===== config.mk =====
export PLATFORM = sky130hd
export DESIGN_NAME = buf_reader
export DESIGN_NICKNAME = d
export VERILOG_FILES = /design/src/rtl/alloc_pkg.sv /design/src/rtl/rd_skid_buf.sv /design/src/rtl/buf_reader.sv
export SDC_FILE = /design/constraint.sdc
export NUM_CORES = 1
export LEC_CHECK = 0
export ABC_AREA = 0
export ABC_CLOCK_PERIOD_IN_PS = 4410
export CORE_ASPECT_RATIO = 0.7
export CORE_MARGIN = 8
export CORE_UTILIZATION = 54
export DETAILED_ROUTE_END_ITERATION = 8
export PLACE_DENSITY_LB_ADDON = 0.1
export SLEW_MARGIN = 20
export SYNTH_ARGS = -nofsm -noshare
export SYNTH_HDL_FRONTEND = slang
export SYNTH_SLANG_ARGS = --single-unit

===== constraint.sdc =====
create_clock -name clk -period 4.41 [get_ports clk]
set_input_delay 1.1025 -clock clk [delete_from_list [all_inputs] [get_ports clk]]
set_output_delay 1.1025 -clock clk [all_outputs]
set_load 0.005 [all_outputs]

===== src/rtl/alloc_pkg.sv =====
// Shared allocator types: FSM state encoding, block handle, and handle range check.
package alloc_pkg;

    localparam int ALLOC_MAU        = 32;
    localparam int ALLOC_NUM_BLOCKS = 32;
    localparam int ALLOC_NBW        = $clog2(ALLOC_NUM_BLOCKS);

    typedef enum logic [1:0] {
        IDLE  = 2'd0,
        CHECK = 2'd1,
        READ  = 2'd2,
        FREE  = 2'd3
    } state_e;

    typedef struct packed {
        logic [ALLOC_NBW-1:0] addr;
        logic [ALLOC_NBW-1:0] size;
    } handle_t;

    // A handle is usable when it is non-empty and ends at or before the last block.
    // The end is computed one bit wider so addr+size never wraps.
    function automatic logic handle_ok(handle_t h, int num_blocks);
        logic [ALLOC_NBW:0] end_blk;
        end_blk = {1'b0, h.addr} + {1'b0, h.size};
        return (h.size != '0) && (end_blk <= (ALLOC_NBW+1)'(num_blocks));
    endfunction

endpackage


===== src/rtl/rd_skid_buf.sv =====
// Two-entry output buffer for EBR read data. When empty, incoming data bypasses
// straight to the output so a read shows up the cycle its data returns.
module rd_skid_buf #(
    parameter int W = 33
) (
    input  logic         clk,
    input  logic         rst,
    input  logic         in_valid_i,
    input  logic [W-1:0] in_data_i,
    output logic         out_valid_o,
    output logic [W-1:0] out_data_o,
    input  logic         out_ready_i,
    output logic [1:0]   count_o
);

    logic [W-1:0] ent_q [2];
    logic         wr_q;
    logic         rd_q;
    logic [1:0]   cnt_q;
    logic         push;
    logic         pop;

    // Store only what cannot leave this cycle; the upstream issue limit keeps cnt_q <= 2.
    assign push        = in_valid_i && !((cnt_q == 2'd0) && out_ready_i);
    assign pop         = (cnt_q != 2'd0) && out_ready_i;
    assign out_valid_o = (cnt_q != 2'd0) || in_valid_i;
    assign out_data_o  = (cnt_q != 2'd0) ? ent_q[rd_q] : (in_valid_i ? in_data_i : '0);
    assign count_o     = cnt_q;

    // Circular storage with separate write/read pointers and an occupancy count.
    always_ff @(posedge clk or negedge rst) begin
        if (!rst) begin
            ent_q[0] <= '0;
            ent_q[1] <= '0;
            wr_q     <= 1'b0;
            rd_q     <= 1'b0;
            cnt_q    <= 2'd0;
        end else begin
            if (push) begin
                ent_q[wr_q] <= in_data_i;
                wr_q        <= ~wr_q;
            end
            if (pop) begin
                rd_q <= ~rd_q;
            end
            case ({push, pop})
                2'b10:   cnt_q <= cnt_q + 2'd1;
                2'b01:   cnt_q <= cnt_q - 2'd1;
                default: cnt_q <= cnt_q;
            endcase
        end
    end

endmodule


===== src/rtl/buf_reader.sv =====
// Streams the words of an allocated handle out of the block EBR, then hands the
// blocks back to the allocator as a free request.
module buf_reader
    import alloc_pkg::*;
#(
    parameter int MAU              = ALLOC_MAU,
    parameter int NUM_BLOCKS       = ALLOC_NUM_BLOCKS,
    parameter int NUM_BLOCKS_WIDTH = $clog2(NUM_BLOCKS)
) (
    input  logic                        clk,
    input  logic                        rst,
    input  logic                        i_valid,
    output logic                        o_ready,
    input  logic [NUM_BLOCKS_WIDTH-1:0] i_addr,
    input  logic [NUM_BLOCKS_WIDTH-1:0] i_size,
    output logic                        mem_rd_en,
    output logic [NUM_BLOCKS_WIDTH-1:0] mem_rd_addr,
    input  logic [MAU-1:0]              mem_rd_data,
    output logic [MAU-1:0]              o_data,
    output logic                        o_valid,
    input  logic                        i_ready,
    output logic                        o_last,
    output logic                        o_err,
    output logic                        free_valid,
    input  logic                        free_ready,
    output logic [NUM_BLOCKS_WIDTH-1:0] free_addr,
    output logic [NUM_BLOCKS_WIDTH-1:0] free_size
);

    localparam int NBW = NUM_BLOCKS_WIDTH;
    localparam logic [NBW:0]   ONE_W = (NBW+1)'(1);
    localparam logic [NBW-1:0] ONE_P = NBW'(1);

    state_e         state_q, state_d;
    handle_t        hdl_q, hdl_d;
    logic [NBW-1:0] rd_ptr_q, rd_ptr_d;
    logic [NBW:0]   issued_q, issued_d;
    logic           inflight_q;
    logic           inflight_last_q;
    logic [1:0]     buf_cnt;
    logic [MAU:0]   skid_out;
    logic           bad;
    logic           rd_en;
    logic           rd_last;
    logic           final_fire;

    assign bad = !handle_ok(hdl_q, NUM_BLOCKS);

    // EBR latency is one cycle, so at most one read is ever in flight; the issue
    // limit guarantees the skid buffer can absorb everything already requested.
    assign rd_en = (state_q == READ)
                && (issued_q < {1'b0, hdl_q.size})
                && (({1'b0, inflight_q} + buf_cnt) < 2'd2);
    assign rd_last    = (issued_q == ({1'b0, hdl_q.size} - ONE_W));
    assign final_fire = o_valid && i_ready && o_last;

    rd_skid_buf #(.W(MAU + 1)) u_skid (
        .clk         (clk),
        .rst         (rst),
        .in_valid_i  (inflight_q),
        .in_data_i   ({inflight_last_q, mem_rd_data}),
        .out_valid_o (o_valid),
        .out_data_o  (skid_out),
        .out_ready_i (i_ready),
        .count_o     (buf_cnt)
    );

    assign o_last      = skid_out[MAU];
    assign o_data      = skid_out[MAU-1:0];
    assign o_ready     = (state_q == IDLE);
    assign o_err       = (state_q == CHECK) && bad;
    assign mem_rd_en   = rd_en;
    assign mem_rd_addr = rd_ptr_q;
    assign free_valid  = (state_q == FREE);
    assign free_addr   = free_valid ? hdl_q.addr : '0;
    assign free_size   = free_valid ? hdl_q.size : '0;

    // Handle lifecycle: accept, range-check, stream, free.
    always_comb begin
        state_d  = state_q;
        hdl_d    = hdl_q;
        rd_ptr_d = rd_ptr_q;
        issued_d = issued_q;
        case (state_q)
            IDLE: begin
                if (i_valid) begin
                    hdl_d.addr = i_addr;
                    hdl_d.size = i_size;
                    rd_ptr_d   = i_addr;
                    issued_d   = '0;
                    state_d    = CHECK;
                end
            end
            CHECK: state_d = bad ? IDLE : READ;
            READ: begin
                if (rd_en) begin
                    rd_ptr_d = rd_ptr_q + ONE_P;
                    issued_d = issued_q + ONE_W;
                end
                if (final_fire) state_d = FREE;
            end
            FREE: begin
                if (free_ready) state_d = IDLE;
            end
            default: state_d = IDLE;
        endcase
    end

    // State registers; a read issued this cycle returns data (and its last tag) next cycle.
    always_ff @(posedge clk or negedge rst) begin
        if (!rst) begin
            state_q         <= IDLE;
            hdl_q           <= '0;
            rd_ptr_q        <= '0;
            issued_q        <= '0;
            inflight_q      <= 1'b0;
            inflight_last_q <= 1'b0;
        end else begin
            state_q         <= state_d;
            hdl_q           <= hdl_d;
            rd_ptr_q        <= rd_ptr_d;
            issued_q        <= issued_d;
            inflight_q      <= rd_en;
            inflight_last_q <= rd_en && rd_last;
        end
    end

endmodule

==> impl_results.md, run 1 <==
- Result of the run: completed
- IO Port Bufs: 99
- Reg-to-reg endpoint: u_skid.ent_q[1]$_DFFE_PN0P_
- Crit. End Element: output pin
- RSZ-0062 raised after global routing: no
- TritonCTS clock tree: done
- Worst EP arrival: 3070 ps
- Final routed wire length divided by cell count: 17.4 um
- Drt total wl: 11.7 mm
- Leftover overflow at the end of global routing: 0
- Power per unit of standard cell area: 743 nW/um^2
- Crit path buf inv count: 1
- Final hold viol count: 0
- Via count of the first global-routing pass: 3,821
- Post-layout nets: 606
- Critical-path cell list: ha_1 -> fa_1 -> nand3_1 -> a21oi_1 -> o2111ai_1 -> a21oi_1 -> o41ai_1 -> nor2b_1 -> clkdlybuf4s50_1
- Wire length of the first global-routing pass: 19.2 mm
- Worst reg-to-reg setup slack: 1760 ps
- Buffers inserted during post-CTS setup optimization: 0
- Via count normalized by instance count: 5.58
- Net count after synthesis: 514
- Cell with the most instances after synthesis: dfrtp_1
- DR pass1 iterations: 7
- Number of hold-repair buffers added at the cts stage: 0
- Fraction of registers with async set or reset after synthesis: 100%
- Routed via count: 3,753
- Hold path cells: 1
- Remaining number of nets flagged by the antenna check after routing: 0
- DR iter-0 viols: 231
- CTS sink count: 95
- All-layer global routing usage: 19.7%
- Crit path kind: reg2out
- Final cycle utilization of the critical path: 94.6%
- Max-cap violations: 0
- Total of flip-flops plus latches after synthesis: 95
- Slowest library cell on the worst path: clkdlybuf4s50_1
- Number of antenna violations at the first check in global routing: 0
- Share of final-layout standard cells stronger than drive strength 1: 18.9%
- Worst-margin pin slew: 1060 ps
- Number of rows in the core area: 29
- Area of the die: 12,600 um^2
- Final HPWL from detailed placement: 8.18 mm
- Area contributors post-synth: dfrtp_1 48%, mux2_2 15%, mux2i_1 6.8%, nand3_1 4.2%, o21ai_0 4.1%
- Worst r2r path cells: 6
- Clock slew at reported path FFs: 60 ps
- Final Max Slew Viols: 0
- Vertical extent of the die: 96.3 um
- Worst slew margin relative to its limit: 29.6%
- Number of top-level pins: 100
- Largest stage delay on the critical path: 510 ps
- Die width: 131 um
- Pin count of the biggest net entering global routing: 74
- Residual DRC: 0
- Insertion delay to the later sink of the worst-skew pair: 340 ps
- Worst min path class: reg2reg
- Total clock buffers created by CTS: 9
- Min Clock Period, post-route: 4170 ps
- Critical path's top delay family: compound AO/OA/AOI/OAI gates
- Data required time at the worst endpoint: 3310 ps
- Cell type with the highest aggregate area in the netlist: dfrtp_1
- Weighted congestion at the end of routability-driven global placement: 0.808
- Worst vdd rail ir drop: 0.423 mV
- Setup Skew: 4.71 ps
- Most frequent cell on the critical path: a21oi_1
- Core outline area: 9000 um^2
- Total Negative Setup Slacks: 0 ps
- Worst-path maximum fanout: 6
- Hold worst-path end: u_skid.ent_q[60]$_DFFE_PN0P_
- Final hold slack: 505 ps
- Post-Synthesis Cell Area: 4970 um^2
- Most numerous cell types in the synthesized netlist: 95 x dfrtp_1, 66 x mux2_2, 42 x nand3_1
- Post-Synthesis Cells: 452
- Total placed instance area: 6070 um^2
- Library cells used by synthesis: 48
- Final design instance area without fill: 6360 um^2
- Initial Utilization: 55.2%
- Clk Tree Root Cell: clkbuf_16
- Worst R2R Start: u_skid.count_o[0]$_DFFE_PN0P_
- Register area share after synthesis: 47.8%
- Antenna cell count: 0
- Total of endpoints with negative setup slack in the final report: 0
- # resized after CTS: 0
- Maximum frequency from static timing analysis: 240 MHz
- Area added between synthesis and finish: 28.0%
- Leakage component of the power: 2.78 nW
- Post-Layout Cell Count: 673
- CP Launch Type: register
- Number of enable-type register cells in the synthesized netlist: 0
- Max H-tree Level: 3
- Number of warning messages in the yosys log: 0
- Ys flop type: dfrtp_1
- Number of fillers in the final layout: 709
- Fraction of post-synthesis cell area in the top cell type by area: 47.8%
- Syn avg cell area: 11.0 um^2
- Origin of the worst min-delay path: u_skid.ent_q[60]$_DFFE_PN0P_
- Maximum clock path buffer count: 2
- Dpl cells: 657
[logic make-up after synthesis]
family                     share of synthesized area (%)
muxes                                               21.8
xor gates and xnor gates                            2.47
DFF                                                 47.8
AOI/OAI and AO/OA                                   7.98
buffers and inverters                               3.30
adders and majority gates                           3.93
and+or+nand+nor                                     12.7
[layout make-up]
cell class / instances / area (um^2) / share of cell area, %
clock buffers: 12 / 267 / 4.19
inverters: 9 / 33.8 / 0.531
repair buffers: 108 / 1060 / 16.6
flip-flops and latches: 95 / 2380 / 37.4
clock inverters: 4 / 27.5 / 0.433
well taps: 124 / 155 / 2.44
multi-input cells: 321 / 2450 / 38.4
[worst max-delay path by stage]
stage | startpoint | endpoint | cells after the start
6_report | hdl_q[0]$_DFFE_PN0P_ | o_err | 9
3_5_place_dp | hdl_q[0]$_DFFE_PN0P_ | o_err | 9
4_1_cts | hdl_q[0]$_DFFE_PN0P_ | o_err | 9
2_1_floorplan | hdl_q[0]$_DFFE_PN0P_ | o_err | 8
3_3_place_gp | hdl_q[0]$_DFFE_PN0P_ | o_err | 9
5_1_grt | hdl_q[0]$_DFFE_PN0P_ | o_err | 9
[metal layers]
metal	vias to the layer above	GRT usage [%]	part of all wire, %
li1	1804	-	-
met1	1844	25.1	46
met2	95	31.7	46
met5	-	0	0
met3	10	7.03	6.7
met4	0	4.47	0.77
[flip-flops by register name, indices dropped and copies added, names as in the netlist, named ones only]
signal and count:
u_skid.wr_q 1, state_q 1, u_skid.count_o 2, mem_rd_addr 5
inflight_q 1, u_skid.ent_q 66, u_skid.rd_q 1, inflight_last_q 1
hdl_q 10, issued_q 6
[placed cells by master (no fill, tap or decap), types with 2 or more instances in the layout]
cell type | Yosys | final
a21o_1 | 3 | 3
a21oi_1 | 12 | 12
and3_1 | 11 | 11
buf_4 | 3 | 10
clkbuf_16 | 0 | 9
clkbuf_8 | 0 | 3
clkdlybuf4s50_1 | 0 | 98
clkinv_2 | 0 | 2
dfrtp_1 | 95 | 94
ha_1 | 14 | 14
inv_1 | 8 | 8
mux2_2 | 66 | 66
mux2i_1 | 34 | 34
nand2_1 | 37 | 37
nand3_1 | 42 | 41
nor2_1 | 14 | 13
nor2_4 | 1 | 2
nor2b_1 | 3 | 3
nor3_1 | 3 | 3
o21ai_0 | 41 | 41
or3_1 | 2 | 2
xnor2_1 | 7 | 7
xor2_1 | 7 | 7
[per-stage QoR]
| stage | power, W | setup WS (ps) | utilization, % |
|---|---|---|---|
| floorplan | 0.00296 | 1310 | - |
| global placement | 0.00391 | 685 | 67.4 |
| detailed placement | 0.00400 | 626 | 67.4 |
| CTS | 0.00478 | 246 | 70.7 |
| global route | 0.00510 | 24.0 | 70.7 |
| finish | 0.00473 | 237 | 70.7 |
[worst register-to-register path, cell delays in order (launching register included)]
cell and delay (ps):
dfrtp_1 460, nor2_4 500, buf_4 380, nand2_1 130, nand3_2 330, buf_4 360
mux2_2 380
[report_power, final]
group | switching [W] | leakage, nW | internal (W)
registers | 0.000389 | 1.16 | 0.00128
clock network | 0.000322 | 0.149 | 0.000429
logic | 0.000980 | 1.48 | 0.00133
Note: power is estimated with default switching activity, not from simulation.
==> run 2: changes to the inputs <==
--- a/config.mk
+++ b/config.mk
@@ -9,3 +9,2 @@
 export ABC_CLOCK_PERIOD_IN_PS = 4410
-export CORE_ASPECT_RATIO = 0.7
 export CORE_MARGIN = 8
==> constraint.sdc (replaced) <==
create_clock -name clk -period 4.41 [get_ports clk]
set_input_delay 1.323 -clock clk [delete_from_list [all_inputs] [get_ports clk]]
set_output_delay 1.323 -clock clk [all_outputs]
set_load 0.005 [all_outputs]
==> impl_results.md, run 2 (synthesis results as in run 1) <==
- Number of top-level pins: 100
- Setup Skew: 10.5 ps
- Final HPWL from detailed placement: 8.11 mm
- Data required time at the worst endpoint: 3090 ps
- Most Used Layer, Global Route: met2
- Leading cell type in the layout, fill and taps excluded: clkdlybuf4s50_1
- Die width: 112 um
- Residual DRC: 0
- Maximum frequency from static timing analysis: 238 MHz
- Result of the run: completed
- Slowest library cell on the worst path: clkdlybuf4s50_1
- Number of flip-flops under the largest register name: 66
- Critical path's top delay family: compound AO/OA/AOI/OAI gates
- DR iter-0 viols: 165
- Via count of the first global-routing pass: 4,079
- Area of the die: 12,500 um^2
- Worst vdd rail ir drop: 0.404 mV
- RSZ-0062 raised after global routing: no
- Worst-path maximum fanout: 3
- Total Negative Setup Slacks: 0 ps
- Weighted congestion at the end of routability-driven global placement: 0.882
- Final hold viol count: 0
- CP Launch Type: register
- Final cycle utilization of the critical path: 95.4%
- TritonCTS clock tree: done
- Via count normalized by instance count: 5.67
- Top Registers: u_skid.ent_q: 66 flops, hdl_q: 10 flops, issued_q: 6 flops
- Routing usage on met3: 5.19%
- Clk Tree Root Cell: clkbuf_8
- Vertical extent of the die: 112 um
- Drt total wl: 11.6 mm
- Post-Layout Cell Count: 661
- Max-cap violations: 0
- Worst min path class: reg2reg
- Number of hold-repair buffers added at the cts stage: 0
- Pin count of the biggest net entering global routing: 58
- Leftover overflow at the end of global routing: 0
- Worst slew margin relative to its limit: 38.2%
- Wire length of the first global-routing pass: 19.9 mm
- DR pass1 iterations: 4
- Area added between synthesis and finish: 26.5%
- Critical-path cell list: ha_1 -> fa_2 -> nand3_1 -> a21oi_1 -> o2111ai_1 -> a21oi_1 -> o41ai_2 -> nor2b_2 -> clkdlybuf4s50_1
- Worst EP arrival: 2880 ps
- Number of rows in the core area: 35
- Power per unit of standard cell area: 728 nW/um^2
- Total clock buffers created by CTS: 9
- Met2 global-route usage: 32.0%
- Post-layout nets: 607
- Antenna cell count: 0
- CTS sink count: 95
- Clock slew at reported path FFs: 90 ps
- Most frequent cells in the layout: 98 x clkdlybuf4s50_1, 93 x dfrtp_1, 66 x mux2_2
- Final routed wire length divided by cell count: 17.6 um
- Worst-margin pin slew: 926 ps
- Crit path kind: reg2out
- Core outline area: 9060 um^2
- IO Port Bufs: 99
- Maximum clock path buffer count: 2
- Insertion delay to the later sink of the worst-skew pair: 350 ps
- Leakage component of the power: 2.75 nW
- Share of final-layout standard cells stronger than drive strength 1: 19.5%
- Register bank with the most flops: u_skid.ent_q
- Min Clock Period, post-route: 4210 ps
- Dpl cells: 643
- Remaining number of nets flagged by the antenna check after routing: 0
- Largest stage delay on the critical path: 510 ps
- Crit. End Element: output pin
- Number of antenna violations at the first check in global routing: 0
- Total of endpoints with negative setup slack in the final report: 0
- Most frequent cell on the critical path: a21oi_1
- Initial Utilization: 54.8%
- GR Util met1: 24.3%
- Final Max Slew Viols: 0
- Max H-tree Level: 3
- Overall power consumption: 0.00458 W
- Crit path buf inv count: 1
- Routed via count: 3,746
- All-layer global routing usage: 19.3%
==> run 2: area by class of cell <==
cell class	instances	area, um^2
repair buffers	109	1080
fillers	687	2780
multi-input cells	321	2460
well taps	111	139
clock inverters	4	55.1
clock buffers	12	145
inverters	9	33.8
flip-flops and latches	95	2380
==> run 2: report_power, final <==
| part | internal [W] | leakage (nW) | switching, W |
|---|---|---|---|
| Sequential | 0.00128 | 1.16 | 0.000370 |
| Clock | 0.000281 | 0.0968 | 0.000294 |
| Combinational | 0.00135 | 1.49 | 0.00100 |
==> run 2: final timing paths <==
check | slack [ps] | startpoint | depth (start not counted) | endpoint
worst max-delay path | 200 | hdl_q[0]$_DFFE_PN0P_ | 9 | o_err
worst min-delay path | 510 | u_skid.ent_q[57]$_DFFE_PN0P_ | 1 | u_skid.ent_q[57]$_DFFE_PN0P_
worst max register to register | 2070 | u_skid.count_o[0]$_DFFE_PN0P_ | 5 | u_skid.ent_q[19]$_DFFE_PN0P_
worst min register to register | 510 | u_skid.ent_q[57]$_DFFE_PN0P_ | 1 | u_skid.ent_q[57]$_DFFE_PN0P_
max in group asynchronous | 2610 | rst | 2 | u_skid.ent_q[12]$_DFFE_PN0P_
min in group asynchronous | 1010 | rst | 1 | u_skid.ent_q[40]$_DFFE_PN0P_
==> run 2: timing repair <==
item	in CTS	in global routing
resized for setup	0	4
setup endpoints to repair	0	1
setup buffers	0	2
==> run 2: metrics by stage <==
stage	hold WS, ps	area, um^2	util (%)	setup WS (ps)
3_5_place_dp	494	6060	66.8	424
6_report	512	6290	69.4	203
2_1_floorplan	465	4970	-	1090
4_1_cts	514	6260	69.0	12.8
3_3_place_gp	486	6060	66.8	450
5_1_grt	528	6290	69.4	20.5
==> run 2: worst register-to-register path: stages, from the launching register on <==
cell     delay [ps]
dfrtp_1         500
nor2_4           70
buf_4           230
nand2_1         130
nand3_2         710
mux2_2          580
==> run 2: routing by layer <==
layer  wire (um)  vias to the layer above
met2        5580                       82
met3         707                       13
met4         138                        0
met5           0                        -
li1            -                     1792
met1        5200                     1859
